--- src/rtl/axis_pkt_pkg.sv ---
// Shared types, defaults and the width helper for the axis_packetizer slice.
// Optional build macro used by this slice: AXIS_PKT_PAD_EN.
package axis_pkt_pkg;

   typedef enum logic {
      FILL = 1'b0,
      SEND = 1'b1
   } state_t;

   localparam int DEF_PKT_WORDS      = 8;
   localparam int DEF_TIMEOUT_CYCLES = 256;

   // Bits needed to index 'value' distinct items: ceil(log2(value)).
   function automatic int clogb2(input int value);
      int v;
      int r;
      v = value - 1;
      r = 0;
      while (v > 0) begin
         r = r + 1;
         v = v >> 1;
      end
      return r;
   endfunction

endpackage

--- src/rtl/axis_packetizer_if.sv ---
// AXI-Stream bundle with master/slave views for the packetizer's input and output.
// A beat transfers on a rising edge where tvalid && tready; once tvalid is high the
// master holds tdata/tlast stable and keeps tvalid high until that edge.
interface axis_packetizer_if #(
   parameter int DATA_W = 32
) ();
   logic                  tvalid;
   logic                  tready;
   logic [DATA_W-1:0]     tdata;
   logic [DATA_W/8-1:0]   tstrb;
   logic                  tlast;

   modport master (output tvalid, output tdata, output tstrb, output tlast, input tready);
   modport slave  (input tvalid, input tdata, input tstrb, input tlast, output tready);
endinterface

--- src/rtl/axis_pkt_buf.sv ---
// Packet storage: one synchronous write port, asynchronous read. Contents are not reset.
module axis_pkt_buf #(
   parameter int DATA_W = 32,
   parameter int DEPTH  = 8,
   parameter int AW     = 3
) (
   input  logic              i_clk,
   input  logic              i_we,
   input  logic [AW-1:0]     i_waddr,
   input  logic [DATA_W-1:0] i_wdata,
   input  logic [AW-1:0]     i_raddr,
   output logic [DATA_W-1:0] o_rdata
);
   logic [DATA_W-1:0] r_mem [DEPTH];

   always_ff @(posedge i_clk) begin
      if (i_we) begin
         r_mem[i_waddr] <= i_wdata;
      end
   end

   assign o_rdata = r_mem[i_raddr];
endmodule

--- src/rtl/axis_packetizer.sv ---
// Store-and-forward framer: fills up to PKT_WORDS words, then emits them as one TLAST packet.
// Build macro AXIS_PKT_PAD_EN pads timeout / early-TLAST packets with zeros to PKT_WORDS beats.
module axis_packetizer
   import axis_pkt_pkg::*;
#(
   parameter int C_S_AXIS_TDATA_WIDTH = 32,
   parameter int C_M_AXIS_TDATA_WIDTH = 32,
   parameter int PKT_WORDS            = DEF_PKT_WORDS,
   parameter int TIMEOUT_CYCLES       = DEF_TIMEOUT_CYCLES
) (
   input  logic                AXIS_ACLK,
   input  logic                AXIS_ARESETN,
   axis_packetizer_if.slave    s_axis,
   axis_packetizer_if.master   m_axis,
   output logic [15:0]         pkt_count,
   output logic                short_pkt,
   output state_t              o_dbg_state
);
   localparam int PW = clogb2(PKT_WORDS + 1);
   localparam int IW = clogb2(PKT_WORDS);
   localparam int TW = (clogb2(TIMEOUT_CYCLES) < 1) ? 1 : clogb2(TIMEOUT_CYCLES);
   localparam logic [PW-1:0] P_ONE    = PW'(1);
   localparam logic [PW-1:0] LAST_IDX = PW'(PKT_WORDS - 1);
   localparam logic [PW-1:0] FULL_LEN = PW'(PKT_WORDS);
   localparam logic [TW-1:0] T_ONE    = TW'(1);
   localparam logic [TW-1:0] TMO_LAST = TW'(TIMEOUT_CYCLES - 1);

   state_t                    r_state, w_state_nxt;
   logic [PW-1:0]             r_wr_ptr, w_wr_ptr_nxt;
   logic [PW-1:0]             r_rd_ptr, w_rd_ptr_nxt;
   logic [PW-1:0]             r_len, w_len_nxt;
   logic [TW-1:0]             r_timer, w_timer_nxt;
   logic [15:0]               r_pkt_count, w_pkt_count_nxt;
   logic                      r_short, w_short_nxt;
   logic                      r_en;
   logic                      w_accept, w_out_hs, w_last_beat;
   logic [PW-1:0]             w_send_len;
   logic [C_S_AXIS_TDATA_WIDTH-1:0] w_rdata;
   logic [C_M_AXIS_TDATA_WIDTH-1:0] w_out_data;
   logic                      w_unused_strb;

   // r_len always holds the real word count; padding only stretches the emitted length.
`ifdef AXIS_PKT_PAD_EN
   assign w_send_len = FULL_LEN;
   assign w_out_data = (r_rd_ptr < r_len) ? w_rdata : '0;
`else
   assign w_send_len = r_len;
   assign w_out_data = w_rdata;
`endif

   assign w_unused_strb   = ^s_axis.tstrb;
   assign s_axis.tready   = r_en && (r_state == FILL);
   assign m_axis.tvalid   = (r_state == SEND);
   assign w_last_beat     = (r_rd_ptr == (w_send_len - P_ONE));
   assign m_axis.tlast    = (r_state == SEND) && w_last_beat;
   assign m_axis.tdata    = (r_state == SEND) ? w_out_data : '0;
   assign m_axis.tstrb    = '1;
   assign w_accept        = s_axis.tvalid && s_axis.tready;
   assign w_out_hs        = m_axis.tvalid && m_axis.tready;
   assign pkt_count       = r_pkt_count;
   assign short_pkt       = r_short;
   assign o_dbg_state     = r_state;

   axis_pkt_buf #(
      .DATA_W (C_S_AXIS_TDATA_WIDTH),
      .DEPTH  (PKT_WORDS),
      .AW     (IW)
   ) u_buf (
      .i_clk   (AXIS_ACLK),
      .i_we    (w_accept),
      .i_waddr (r_wr_ptr[IW-1:0]),
      .i_wdata (s_axis.tdata),
      .i_raddr (r_rd_ptr[IW-1:0]),
      .o_rdata (w_rdata)
   );

   always_ff @(posedge AXIS_ACLK or negedge AXIS_ARESETN) begin
      if (!AXIS_ARESETN) begin
         r_state     <= FILL;
         r_wr_ptr    <= '0;
         r_rd_ptr    <= '0;
         r_len       <= '0;
         r_timer     <= '0;
         r_pkt_count <= '0;
         r_short     <= 1'b0;
         r_en        <= 1'b0;
      end else begin
         r_state     <= w_state_nxt;
         r_wr_ptr    <= w_wr_ptr_nxt;
         r_rd_ptr    <= w_rd_ptr_nxt;
         r_len       <= w_len_nxt;
         r_timer     <= w_timer_nxt;
         r_pkt_count <= w_pkt_count_nxt;
         r_short     <= w_short_nxt;
         r_en        <= 1'b1;
      end
   end

   always_comb begin
      w_state_nxt     = r_state;
      w_wr_ptr_nxt    = r_wr_ptr;
      w_rd_ptr_nxt    = r_rd_ptr;
      w_len_nxt       = r_len;
      w_timer_nxt     = r_timer;
      w_pkt_count_nxt = r_pkt_count;
      w_short_nxt     = 1'b0;
      case (r_state)
         FILL: begin
            // An accept on the expiry cycle wins: the beat is kept and the idle timer restarts.
            if (w_accept) begin
               w_timer_nxt = '0;
               if ((r_wr_ptr == LAST_IDX) || s_axis.tlast) begin
                  w_len_nxt   = r_wr_ptr + P_ONE;
                  w_state_nxt = SEND;
               end else begin
                  w_wr_ptr_nxt = r_wr_ptr + P_ONE;
               end
            end else if (r_wr_ptr != '0) begin
               if (r_timer == TMO_LAST) begin
                  w_len_nxt   = r_wr_ptr;
                  w_state_nxt = SEND;
               end else begin
                  w_timer_nxt = r_timer + T_ONE;
               end
            end
         end
         SEND: begin
            if (w_out_hs) begin
               if (w_last_beat) begin
                  w_rd_ptr_nxt    = '0;
                  w_wr_ptr_nxt    = '0;
                  w_timer_nxt     = '0;
                  w_pkt_count_nxt = r_pkt_count + 16'd1;
                  w_short_nxt     = (r_len != FULL_LEN);
                  w_state_nxt     = FILL;
               end else begin
                  w_rd_ptr_nxt = r_rd_ptr + P_ONE;
               end
            end
         end
         default: w_state_nxt = FILL;
      endcase
   end
endmodule

--- src/flat_wrapper.sv ---
// flat-port wrapper written by rule: the top's interface ports become plain ports
module axis_packetizer_flat import axis_pkt_pkg::*;
#(
   parameter int C_S_AXIS_TDATA_WIDTH = 32,
   parameter int C_M_AXIS_TDATA_WIDTH = 32,
   parameter int PKT_WORDS            = DEF_PKT_WORDS,
   parameter int TIMEOUT_CYCLES       = DEF_TIMEOUT_CYCLES
)
  (AXIS_ACLK, AXIS_ARESETN, pkt_count, short_pkt, o_dbg_state, s_axis_tvalid, s_axis_tdata, s_axis_tstrb, s_axis_tlast, s_axis_tready, m_axis_tvalid, m_axis_tdata, m_axis_tstrb, m_axis_tlast, m_axis_tready);
  axis_packetizer_if #(.DATA_W((32))) s_axis_i ();
  axis_packetizer_if #(.DATA_W((32))) m_axis_i ();
  input  logic AXIS_ACLK;
  input  logic AXIS_ARESETN;
  output logic [15:0] pkt_count;
  output logic short_pkt;
  output state_t o_dbg_state;
  input wire logic [$bits(s_axis_i.tvalid)-1:0] s_axis_tvalid;
  input wire logic [$bits(s_axis_i.tdata)-1:0] s_axis_tdata;
  input wire logic [$bits(s_axis_i.tstrb)-1:0] s_axis_tstrb;
  input wire logic [$bits(s_axis_i.tlast)-1:0] s_axis_tlast;
  output wire logic [$bits(s_axis_i.tready)-1:0] s_axis_tready;
  output wire logic [$bits(m_axis_i.tvalid)-1:0] m_axis_tvalid;
  output wire logic [$bits(m_axis_i.tdata)-1:0] m_axis_tdata;
  output wire logic [$bits(m_axis_i.tstrb)-1:0] m_axis_tstrb;
  output wire logic [$bits(m_axis_i.tlast)-1:0] m_axis_tlast;
  input wire logic [$bits(m_axis_i.tready)-1:0] m_axis_tready;
  assign s_axis_i.tvalid = s_axis_tvalid;
  assign s_axis_i.tdata = s_axis_tdata;
  assign s_axis_i.tstrb = s_axis_tstrb;
  assign s_axis_i.tlast = s_axis_tlast;
  assign s_axis_tready = s_axis_i.tready;
  assign m_axis_tvalid = m_axis_i.tvalid;
  assign m_axis_tdata = m_axis_i.tdata;
  assign m_axis_tstrb = m_axis_i.tstrb;
  assign m_axis_tlast = m_axis_i.tlast;
  assign m_axis_i.tready = m_axis_tready;
  axis_packetizer #(.C_S_AXIS_TDATA_WIDTH(C_S_AXIS_TDATA_WIDTH), .C_M_AXIS_TDATA_WIDTH(C_M_AXIS_TDATA_WIDTH), .PKT_WORDS(PKT_WORDS), .TIMEOUT_CYCLES(TIMEOUT_CYCLES)) u_core (.AXIS_ACLK(AXIS_ACLK), .AXIS_ARESETN(AXIS_ARESETN), .s_axis(s_axis_i), .m_axis(m_axis_i), .pkt_count(pkt_count), .short_pkt(short_pkt), .o_dbg_state(o_dbg_state));
endmodule
--- config.mk ---
export PLATFORM = sky130hd
export DESIGN_NAME = axis_packetizer_flat
export DESIGN_NICKNAME = d
export VERILOG_FILES = /design/src/rtl/axis_pkt_pkg.sv /design/src/rtl/axis_packetizer_if.sv /design/src/rtl/axis_pkt_buf.sv /design/src/rtl/axis_packetizer.sv /design/src/flat_wrapper.sv
export SDC_FILE = /design/constraint.sdc
export NUM_CORES = 1
export LEC_CHECK = 0
export ABC_AREA = 1
export BUFFER_PORTS_ARGS = -buffer_cell sky130_fd_sc_hd__buf_2
export CAP_MARGIN = 20
export CORE_ASPECT_RATIO = 1.4
export CORE_MARGIN = 2
export CORE_UTILIZATION = 61
export DETAILED_ROUTE_END_ITERATION = 12
export PLACE_DENSITY_LB_ADDON = 0.15
export SLEW_MARGIN = 40
export SYNTH_ARGS = -nofsm -noshare
export SYNTH_HDL_FRONTEND = slang
export SYNTH_SLANG_ARGS = --single-unit
--- constraint.sdc ---
create_clock -name AXIS_ACLK -period 10.9 [get_ports AXIS_ACLK]
set_input_delay 2.18 -clock AXIS_ACLK [delete_from_list [all_inputs] [get_ports AXIS_ACLK]]
set_output_delay 2.18 -clock AXIS_ACLK [all_outputs]
set_load 0.005 [all_outputs]
==> impl_metrics.py <==
metrics = {
    "floorplanning": {
        "coreArea_um2": 19770,
        "die_height_um": 171.8,
        "initial_utilization_pct": 62.08,
        "io_pins": 98,
        "row_count": 61,
        "die_area_um2": 21280,
        "die_w_um": 123.9,
    },
    "worst_setup_path": {
        "cp_max_fo": 68,
        "ff2ff_setup_slack_ps": 8060,
        "worst_setup_path_startpoint": "u_core.r_rd_ptr[0]$_DFFE_PN0P_",
        "crit_required_ps": 8720,
        "criticalPathCategory": "flip-flop to output port",
        "crit_end": "m_axis_tdata[8]",
        "startpoint_type": "flip-flop",
        "critPathArrivalTime_ps": 3390,
        "worstSetupEndpointType": "output port",
        "reg2reg_from": "u_core.r_rd_ptr[1]$_DFFE_PN0P_",
        "reg2reg_to": "u_core.pkt_count[10]$_DFFE_PN0P_",
        "rr_worst_depth": 9,
    },
    "sta": {
        "relSlewSlack_pct": 50.43,
        "clock.fmax_mhz": 179.4,
        "min_period_over_period_pct": 51.13,
        "hold_viol": 0,
        "grt_setup_unrepaired": "false",
        "min_period_ps": 5574,
        "setup-tns-final_ps": 0,
        "skew_ps": 11.72,
        "finalSetupViolCount": 0,
        "hold-worst-slack_ps": 474.0,
        "final_max_slew_viol_count": 0,
        "worst_pin_slew_ps": 743.6,
    },
    "layout": {
        "fillers": 1384,
        "syn2layout_area_growth_pct": 12.64,
        "final_util_pct": 69.93,
        "final_layout_size_suffix_gt1_share_pct": 13.79,
        "fin_cells": 1428,
        "nNetsFinal": 1202,
    },
    "routing": {
        "vias": 8181,
        "drt-pass1-iter-count": 5,
        "wl_per_cell_um": 17.72,
        "drtIter0Drc": 733,
        "drcViolationCount": 0,
        "drt.antenna.violating_nets": 0,
        "routed_wl_um": 25310,
        "routed_via_density": 5.729,
    },
    "cts": {
        "ctsHoldBuffers": 0,
        "cts_resized": 0,
        "clock_tree.root_cell": "clkbuf_16",
        "cts_made_buffers": 28,
        "post-cts-setup-buffers": 0,
        "ctsLongestPathBuffers": 3,
        "insertion_delay_ps": 530,
        "cts_sinks": 295,
        "clk_pin_slew_worst_paths_ps": 60,
        "cts_tree": "built",
        "h-tree-depth": 1,
    },
    "power": {
        "power_uw": 3330,
        "p_per_area_nw_per_um2": 240.9,
        "ir_drop_v": 0.0001811,
        "p_leak_uw": 0.005103,
    },
    "global_routing": {
        "antenna_found_initial": 2,
        "grt_max_degree": 71,
        "grt_util_all_layers_pct": 24.15,
        "grt_overflow": 0,
        "grt_pass1_wl_um": 39530,
        "grt_pass1_vias": 7964,
    },
    "synthesis": {
        "seq_area_frac_synth_pct": 70.60,
        "synth_cell_type_count": 27,
        "yosysWarnings": 0,
        "ys_seq_elements": 295,
        "synth_area_per_cell_um2": 11.35,
        "syn_area_um2": 12270,
        "syn-instance-count": 1081,
    },
    "placement": {
        "portBuffers": 89,
        "dp_hpwl_um": 13290,
        "place.gp.congestion": 0.7781,
        "dp.cells": 1376,
    },
    "job": {
        "drv_cap": 0,
    },
    "min_path": {
        "hold_class": "flip-flop to flip-flop",
    },
    "run_status": {
        "status": "complete, no violations",
    },
}
## power by group
group	total (µW)	switching, µW	internal (µW)
combinational	979	632	346
sequential	1410	118	1290
clock	944	389	555
## critical path, stage by stage (launching register included)
cell     delay (ps)
dfrtp_4         740
inv_4           570
buf_4           650
o21ai_0         200
o21ai_0         110
o21ai_0          90
a31oi_1         290
buf_2           180
## Yosys cell counts, drive strengths merged
library cell  count  share of area [%]
or2               2               0.10
and3              1              0.051
a31oi            35                1.8
conb              1              0.031
nand3            31                1.3
xor2             12               0.86
o21ai           213                8.7
nand4             5               0.25
nor3             12               0.53
nor2            246                7.5
buf              39                1.7
dfrtp            39                8.0
xnor2             4               0.29
nand2           106                3.3
clkbuf           25               0.76
inv              44                1.3
ha                7               0.71
nand3b            3               0.18
edfxtp          256                 63
## layer usage
layer  GRT usage (%)  vias to the layer above  share of wire [%]
li1                -                     3922                  -
met1           30.55                     3980                 40
met2           42.79                      243                 53
met3           3.548                       34                5.6
met4           7.411                        2                1.4
met5               0                        -              0.063
## layout make-up
cell class	instances	area (µm²)	area share (%)
multi-input combinational	682	3206	23.19
sequential	295	8671	62.73
tap	252	315.3	2.281
inverter	44	167.7	1.213
clock buffer	35	748.2	5.413
clock inverter	16	152.6	1.104
timing repair buffer	103	560.5	4.055
antenna	1	2.502	0.01810
## worst min-delay path by stage
stage	depth (start not counted)	to	from
4_1_cts	2	u_core.r_wr_ptr[3]$_DFFE_PN0P_	u_core.r_wr_ptr[3]$_DFFE_PN0P_
3_3_place_gp	2	u_core.r_wr_ptr[3]$_DFFE_PN0P_	u_core.r_wr_ptr[3]$_DFFE_PN0P_
6_report	2	u_core.r_wr_ptr[3]$_DFFE_PN0P_	u_core.r_wr_ptr[3]$_DFFE_PN0P_
5_1_grt	2	u_core.r_wr_ptr[3]$_DFFE_PN0P_	u_core.r_wr_ptr[3]$_DFFE_PN0P_
3_5_place_dp	2	u_core.r_wr_ptr[3]$_DFFE_PN0P_	u_core.r_wr_ptr[3]$_DFFE_PN0P_
2_1_floorplan	2	u_core.r_wr_ptr[3]$_DFFE_PN0P_	u_core.r_wr_ptr[3]$_DFFE_PN0P_
## cell families after synthesis
| family | Yosys count | synth area share, % |
|---|---|---|
| xor gates and xnor gates | 16 | 1.142 |
| AOI/OAI and AO/OA | 248 | 10.47 |
| DFF | 295 | 70.60 |
| other | 1 | 0.03056 |
| and+or+nand+nor | 406 | 13.25 |
| adders and majority gates | 7 | 0.7137 |
| buffers and inverters | 108 | 3.793 |
## sequential cells by signal (all words and copies together) (netlist names)
signal,count
u_core.r_rd_ptr,4
u_core.short_pkt,1
u_core.r_wr_ptr,4
u_core.r_len,4
u_core.r_timer,8
u_core.r_en,1
u_core.u_buf.r_mem,256
u_core.pkt_count,16
u_core.m_axis.tvalid,1
## layout by cell type (no fill, tap or decap), types with 2 or more instances in the layout
master	instances
clkbuf_1	6
nand3b_1	3
nand2_2	2
inv_1	40
clkbuf_16	29
conb_1	5
clkinv_1	7
or2_2	2
nor2_1	242
nor2_4	3
dfrtp_4	2
nand4_1	5
o21ai_1	21
ha_1	7
bufinv_16	3
clkinv_2	4
nand3_1	30
inv_2	3
nor3_2	6
xnor2_1	4
o21ai_0	192
edfxtp_1	256
a31oi_1	35
xor2_1	12
nand2_1	104
nor3_1	6
buf_2	88
dfrtp_1	37
buf_4	14
## through the flow
step,area [µm²],setup WS [ps]
3_5_place_dp,12920,5524
3_3_place_gp,12900,5574
6_report,13820,5327
4_1_cts,13820,4944
5_1_grt,13820,5079
2_1_floorplan,12290,5692
(Power assumes the default switching activity.)
